`src/rtl/alu_issue_seq.sv`:
```
// alu_issue_seq: issues decoded R-type/addi instructions to a 32-bit ALU and writes the result back
//   Ports: clock/reset (async, active-low); insn_valid/insn/insn_ready instruction handshake;
//   rs_addr/rt_addr/rs_data/rt_data register-file read port; alu_* ALU drive and response;
//   wb_valid/wb_addr/wb_data writeback strobe; illegal decode pulse; ovf_trap sticky overflow flag.
//   Optional: define ALU_ISSUE_OVF_TRAP_EN to make overflow set ovf_trap and halt intake.
module alu_issue_seq #(
  parameter logic [4:0]  RSTATUS_REG   = 5'd30,
  parameter logic [31:0] ADD_OVF_CODE  = 32'd1,
  parameter logic [31:0] ADDI_OVF_CODE = 32'd2,
  parameter logic [31:0] SUB_OVF_CODE  = 32'd3
) (
  input  logic        clock,
  input  logic        reset,
  input  logic        insn_valid,
  input  logic [31:0] insn,
  output logic        insn_ready,
  output logic [4:0]  rs_addr,
  output logic [4:0]  rt_addr,
  input  logic [31:0] rs_data,
  input  logic [31:0] rt_data,
  output logic [31:0] alu_operandA,
  output logic [31:0] alu_operandB,
  output logic [4:0]  alu_opcode,
  output logic [4:0]  alu_shiftamt,
  input  logic [31:0] alu_result,
  input  logic        alu_overflow,
  output logic        wb_valid,
  output logic [4:0]  wb_addr,
  output logic [31:0] wb_data,
  output logic        illegal,
  output logic        ovf_trap
);
  localparam logic [1:0] IDLE = 2'd0, EXEC = 2'd1, WB = 2'd2;
  localparam logic [1:0] K_OTHER = 2'd0, K_ADD = 2'd1, K_SUB = 2'd2, K_ADDI = 2'd3;
  logic [1:0]  state, kind_q, kind_d;
  logic [4:0]  op, rd, shamt, aluop, rd_q;
  logic        is_r, is_addi, legal, accept, ovf;
  logic [31:0] code;
  assign op      = insn[31:27];
  assign rd      = insn[26:22];
  assign rs_addr = insn[21:17];
  assign rt_addr = insn[16:12];
  assign shamt   = insn[11:7];
  assign aluop   = insn[6:2];
  assign is_r    = (op == 5'd0) && (aluop <= 5'd5);
  assign is_addi = op == 5'd5;
  assign legal   = is_r | is_addi;
  assign insn_ready = (state == IDLE) & ~ovf_trap;
  assign accept  = insn_valid & insn_ready;
  always_comb begin
    kind_d = is_addi ? K_ADDI : aluop == 5'd0 ? K_ADD : aluop == 5'd1 ? K_SUB : K_OTHER;
    ovf    = alu_overflow & (kind_q != K_OTHER);
    code   = kind_q == K_ADD ? ADD_OVF_CODE : kind_q == K_SUB ? SUB_OVF_CODE : ADDI_OVF_CODE;
  end
`ifndef ALU_ISSUE_OVF_TRAP_EN
  assign ovf_trap = 1'b0;
`endif
  always_ff @(posedge clock or negedge reset) begin
    if (!reset) begin
      state        <= IDLE;
      kind_q       <= K_OTHER;
      rd_q         <= 5'd0;
      alu_operandA <= 32'd0;
      alu_operandB <= 32'd0;
      alu_opcode   <= 5'd0;
      alu_shiftamt <= 5'd0;
      wb_valid     <= 1'b0;
      wb_addr      <= 5'd0;
      wb_data      <= 32'd0;
      illegal      <= 1'b0;
`ifdef ALU_ISSUE_OVF_TRAP_EN
      ovf_trap     <= 1'b0;
`endif
    end else begin
      illegal  <= accept & ~legal;
      wb_valid <= 1'b0;
      if (accept && legal) begin
        state        <= EXEC;
        alu_operandA <= rs_data;
        alu_operandB <= is_addi ? {{15{insn[16]}}, insn[16:0]} : rt_data;
        alu_opcode   <= is_addi ? 5'd0 : aluop;
        alu_shiftamt <= is_addi ? 5'd0 : shamt;
        rd_q         <= rd;
        kind_q       <= kind_d;
      end else if (state == EXEC) begin
        state    <= WB;
        // r0 is never written, but an overflow redirect to the status register still is
        wb_valid <= ovf | (rd_q != 5'd0);
        wb_addr  <= ovf ? RSTATUS_REG : rd_q;
        wb_data  <= ovf ? code : alu_result;
`ifdef ALU_ISSUE_OVF_TRAP_EN
        if (ovf) ovf_trap <= 1'b1;
`endif
      end else if (state != IDLE) begin
        state <= IDLE;
      end
    end
  end
endmodule

```
`config.mk`:
```
export PLATFORM = sky130hd
export DESIGN_NAME = alu_issue_seq
export DESIGN_NICKNAME = d
export VERILOG_FILES = /design/src/rtl/alu_issue_seq.sv
export SDC_FILE = /design/constraint.sdc
export NUM_CORES = 1
export LEC_CHECK = 0
export BUFFER_PORTS_ARGS = -buffer_cell sky130_fd_sc_hd__buf_2
export CORE_MARGIN = 10
export CORE_UTILIZATION = 49
export DETAILED_ROUTE_END_ITERATION = 8
export GPL_TIMING_DRIVEN = 0
export PLACE_DENSITY = 0.85
export SETUP_SLACK_MARGIN = 0.15
export SYNTH_ARGS = -nofsm -noshare
export SYNTH_HDL_FRONTEND = slang
export SYNTH_SLANG_ARGS = --single-unit
```
`constraint.sdc`:
```
create_clock -name clock -period 3.4 [get_ports clock]
set_input_delay 0.34 -clock clock [delete_from_list [all_inputs] [get_ports clock]]
set_output_delay 0.34 -clock clock [all_outputs]
set_load 0.005 [all_outputs]
```
### After elaboration in Yosys (flattened, before gate mapping)

Index checks and enable logic that the tools add are counted.

* eq/ne operators: 5
* magnitude comparators: 1
* bitwise operators: 7
* muxes and demuxes: 15
* reduce and logical (&&, ||, !) cells: 10

Operator list (count)
* 32-bit 2-to-1 mux: 2
* 5-bit 2-to-1 mux: 3
* 2-bit 2-to-1 mux: 7
* 5-bit zero test: 2
* 5-bit by 1-bit equality test with 1-bit output (second input constant): 1
* 5-bit by 3-bit equality test with 1-bit output (second input constant): 1
* 5-bit by 3-bit <= comparator with 1-bit output (second input constant): 1
* 5-bit nonzero test: 1
* 2-bit by 1-bit equality test with 1-bit output (second input constant): 2
* 2-bit nonzero test: 2
* 1-bit AND: 3
* 1-bit 2-to-1 mux: 3
* 3-bit nonzero test: 1
* 2-bit equality test (second input constant): 1
* 1-bit logical AND: 2
* 2-bit zero test: 1
* 1-bit inverter: 2
* 1-bit OR: 2
* 2-bit AND reduction: 1

* logic and storage cells: 49
* register bits after elaboration: 122

### Longest topological paths before layout

* word-level depth: 6
* mapped depth: 6

### Least setup slack after synthesis

OpenSTA, ideal clock, no wires.

* kind: input-to-reg
* start point: input insn[31]
* end point: register alu_operandB[2]
* data arrival time: 1.498 ns
* slack: 1.774 ns
* buffers on the path: 1
* data required time: 3.272 ns
* stages on the path: 5
* path through: nor3_4 > nand3_1 > nor2_4 > buf_4 > mux2_1

* longest elaborated chain between the ends: 4
* elaborated cells on any way between the ends: 6

RTL lines
* start: declaration: RTL line 15 `input logic [31:0] insn,`
* 5-bit zero test: RTL line 45 `assign is_r = (op == 5'd0) && (aluop <= 5'd5);`
* 1-bit logical AND: RTL line 45
* 1-bit OR: RTL line 47 `assign legal = is_r | is_addi;`
* 1-bit logical AND: RTL line 77 `if (accept && legal) begin`
* end signal: assignment: RTL line 80 `alu_operandB <= is_addi ? {{15{insn[16]}}, insn[16:0]} : rt_data;`
* end: declaration: RTL line 22 `output logic [31:0] alu_operandB,`

Parallel ways exist; a longest one is shown, timed or not.
A chain may end at the register's enable or synchronous reset.

### Worst setup path after layout

* start point: register state[0]
* end point: register alu_operandB[2]

* longest elaborated chain between the ends: 3

RTL lines
* start: declaration: RTL line 35 `logic [1:0] state, kind_q, kind_d;`
* start signal: assignment: RTL line 60 `state <= IDLE;`
* start signal: assignment: RTL line 78 `state <= EXEC;`
* start signal: assignment: RTL line 86 `state <= WB;`
* 2-bit zero test: RTL line 48 `assign insn_ready = (state == IDLE) & ~ovf_trap;`
* 1-bit AND: RTL line 49 `assign accept = insn_valid & insn_ready;`
* 1-bit logical AND: RTL line 77

No other way between the ends.

==> tab_implementation.tex <==
\begin{tabular}{lr}
\hline
Metric & Value \\
\hline
\multicolumn{2}{l}{\textbf{Detailed routing}} \\
\quad Drt total wl & 15500 um \\
\quad Vias after detailed routing & 3991 \\
\quad Number of iterations in the first detailed-routing pass & 4 \\
\quad DR vias/cell & around 5 \\
\quad Average detailed-routed wire length per instance & 19.6 um \\
\quad DR DRC count & 0 \\
\quad Detailed Route Iter0 Violations & roughly 240 \\
\quad Post-route ant nets & 0 \\
\multicolumn{2}{l}{\textbf{Synth}} \\
\quad Mapped Avg Cell Area & around 14 um2 \\
\quad Mapped cell area & between 5000 and 6000 um2 \\
\quad Unique cell type count in the Yosys netlist & 31 \\
\quad Synthesis Warnings & 0 \\
\quad Count of flip-flops with a built-in enable after synthesis & 0 \\
\quad Most area-consuming cells after synthesis & dfrtp\_1 (60\%), mux2\_2 (10\%), mux2\_4 (5.6\%), a22o\_1 (5.3\%), mux2i\_1 (4.7\%) \\
\quad Synth Net Count & between 500 and 600 \\
\quad Yosys top cell by area & dfrtp\_1 \\
\quad Cell with the most instances after synthesis & dfrtp\_1 \\
\quad Main synth FF type & dfrtp\_1 \\
\quad Post-synth top cells & dfrtp\_1 (122), mux2\_2 (46), a22o\_1 (31) \\
\quad Sequential area share after synthesis & 59.6\% \\
\quad Proportion of synthesized flip-flops having asynchronous set or reset & 100\% \\
\quad Count of state elements after synthesis & 122 \\
\quad Synthesized instance count & $\sim$370 \\
\quad Area fraction of the dominant cell type after synthesis & 59.6\% \\
\multicolumn{2}{l}{\textbf{Setup path}} \\
\quad Critical setup path kind & reg2reg \\
\quad Delay of the slowest cell on the worst path & 0.38 ns \\
\quad Worst endpoint required time & $\sim$3.8 ns \\
\quad Nature of the critical path startpoint & flop \\
\quad Cell family with most CP delay & simple AND/OR/NAND/NOR gates \\
\quad Series of cell instances along the critical path & nor2\_1 > nand3\_1 > nor2\_4 > buf\_4 > mux2\_1 \\
\quad Top fanout value on the critical path & 10 \\
\quad Crit path max-delay cell type & dfrtp\_1 \\
\quad Buffers and inverters on the worst path & 1 \\
\quad Worst Path Arrival & between 2 and 2.5 ns \\
\quad Kind of end point of the critical path & flop \\
\multicolumn{2}{l}{\textbf{Final layout}} \\
\quad Post-layout util & a little over two thirds \\
\quad Area delta synth->final & 41.0\% \\
\quad Layout cells sized above 1 & a little under three fifths \\
\quad Layout Nets & 777 \\
\multicolumn{2}{l}{\textbf{Floorplan}} \\
\quad Starting utilization of the core area & 50.1\% \\
\quad Die Ht & 122 um \\
\quad Rows & 37 \\
\quad DIE WIDTH & around 120 um \\
\quad Die area & between 10000 and 15000 um2 \\
\quad Number of I/O pins & 257 \\
\quad Area inside the core boundary & $\sim$10000 um2 \\
\multicolumn{2}{l}{\textbf{Global route}} \\
\quad Total routing usage reported by global routing & between 20\% and 30\% \\
\quad Largest net degree at the start of global routing & 100 \\
\quad Leftover overflow at the end of global routing & 0 \\
\quad Via count of the first global-routing pass & between 4k and 5k \\
\quad Global-route wire length before repair & 23800 um \\
\quad Number of antenna violations at the first check in global routing & 1 \\
\multicolumn{2}{l}{\textbf{Clock network}} \\
\quad Hold-fix buffer count after cts & 1 \\
\quad Count of instances resized after the clock tree is built & 0 \\
\quad Clock Tree Buf Depth & 2 \\
\quad CTS H-Tree Depth & 4 \\
\quad Count of buffers added by post-CTS timing repair for setup & 0 \\
\quad Clock insertion delay at the later pin of the skew report & 0.50 ns \\
\quad Count of clock tree sinks & approximately 120 \\
\quad Buffer cell driving the clock tree root & clkbuf\_8 \\
\quad Clock-pin transition on the worst setup and hold timing paths & 0.06 ns \\
\quad Number of clock buffers inserted by TritonCTS & 17 \\
\quad CTS tree & built \\
\multicolumn{2}{l}{\textbf{Status}} \\
\quad Status & complete, no violations \\
\multicolumn{2}{l}{\textbf{Power and ir drop}} \\
\quad Pwr/cell area & approximately 650 nW/um2 \\
\quad Sum of internal, switching and leakage power & 4.71 mW \\
\quad Standby leakage power & about 3.8 nW \\
\quad IR drop worst, VDD & 395 uV \\
\multicolumn{2}{l}{\textbf{STA}} \\
\quad Setup repair after global routing missed its margin & no \\
\quad Final number of hold-violating endpoints & 0 \\
\quad Number of max-slew violations in the final report & 0 \\
\quad Share of the clock period used by the worst path & a little under three fifths \\
\quad Fin crit period & $\sim$1.9 ns \\
\quad Timing-limited maximum frequency & about 0.53 GHz \\
\quad Slew of the pin with the lowest slew margin & roughly 0.51 ns \\
\quad Headroom to the max-slew limit & roughly 66\% \\
\quad Post-Route Skew & 0.00732 ns \\
\quad Final number of setup-violating endpoints & 0 \\
\quad Fin Setup TNS & 0 ns \\
\multicolumn{2}{l}{\textbf{Placed design}} \\
\quad Placed wire-length estimate after detailed placement & approximately 12000 um \\
\quad Buffers added on ports & 250 \\
\quad Placer congestion estimate & about 0.87 \\
\multicolumn{2}{l}{\textbf{Job}} \\
\quad Maximum Capacitance Violations & 0 \\
\multicolumn{2}{l}{\textbf{Worst hold path}} \\
\quad Path type of the worst min-delay path & in2reg \\
\hline
\end{tabular}
power by group:
group | internal, mW | total [mW] | leakage (nW) | switching (mW)
logic | 0.498 | 0.873 | 2.04 | 0.376
registers | 1.76 | 1.93 | 1.50 | 0.169
clock network | 1.26 | 1.91 | 0.297 | 0.648
flip-flops by register name, indices dropped and copies added, names as in the netlist:
register	count
alu_operandB	32
alu_opcode	5
wb_valid	1
alu_operandA	32
kind_q	2
wb_addr	5
state	2
wb_data	32
rd_q	5
illegal	1
alu_shiftamt	5
path summary, 6_finish.rpt:
check / startpoint / to / slack (ns) / cells after the start
worst max register to register: state[0] / alu_operandB[2] / 1.51 / 5
worst min-delay path: rs_data[1] / alu_operandA[1] / 0.05 / 2
worst min register to register: alu_operandA[1] / alu_operandA[1] / 0.48 / 1
min in group asynchronous: reset / wb_data[8] / 0.26 / 2
max in group asynchronous: reset / alu_operandB[27] / 2.37 / 3
worst max-delay path: state[0] / alu_operandB[2] / 1.51 / 5
placed cells by master, fill, tap and decap left out, types with 2 or more instances in the layout:
master      count
buf_2         250
dfrtp_1       122
mux2_2         46
a22o_1         31
inv_1          28
mux2i_1        24
a21oi_1        19
mux2_4         19
buf_4          19
clkbuf_16      16
nand2_1        13
clkbuf_1        9
mux2_1          6
nor2_1          5
bufinv_16       5
o21ai_0         4
clkinvlp_4      4
buf_6           3
nor2b_1         3
o22a_1          3
nand3_1         2
a31oi_1         2
nand2b_1        2
ha_1            2
clkinv_4        2
inv_6           2
through the flow:
stage | hold slack, ns | setup slack, ns | area (um2) | instances
floorplan | 0.0444 | 1.77 | 5120 | 372
global placement | 0.463 | 0.576 | 6540 | 758
detailed placement | 0.214 | 1.37 | 6580 | 759
global route | 0.0376 | 1.38 | 7220 | 791
CTS | 0.0316 | 1.49 | 7220 | 791
finish | 0.0533 | 1.51 | 7220 | 792
layer usage:
metal  wire [um]  track usage, %  up-vias
met1        5670            21.5     1967
met5           0               0        -
met3        1510            8.36       24
li1            -               -     1837
met4         196            6.70        0
met2        8140            36.0      163
worst register-to-register path, delay by kind of cell (launching register included):
kind	cells	cell delay, ns
muxes	1	0.35
buffers and inverters	1	0.30
DFF	1	0.38
and+or+nand+nor	3	0.75
logic make-up after synthesis:
| group | after synthesis | synth area share [%] |
|---|---|---|
| AOI/OAI and AO/OA | 60 | 8.45 |
| adders and majority gates | 2 | 0.489 |
| buffers and inverters | 60 | 6.13 |
| DFF | 122 | 59.6 |
| muxes | 95 | 21.7 |
| other | 1 | 0.0732 |
| and+or+nand+nor | 32 | 3.54 |
area by class of cell:
type	count	area, um2
Fill cell	743	3010
Clock inverter	14	220
Sequential cell	122	3050
Timing Repair Buffer	252	1290
Tap cell	136	170
Clock buffer	17	414
Inverter	28	105
Multi-Input combinational cell	190	1750
Antenna cell	1	2.50
Buffer	32	209
No activity file was read; power rests on OpenSTA's default activity.
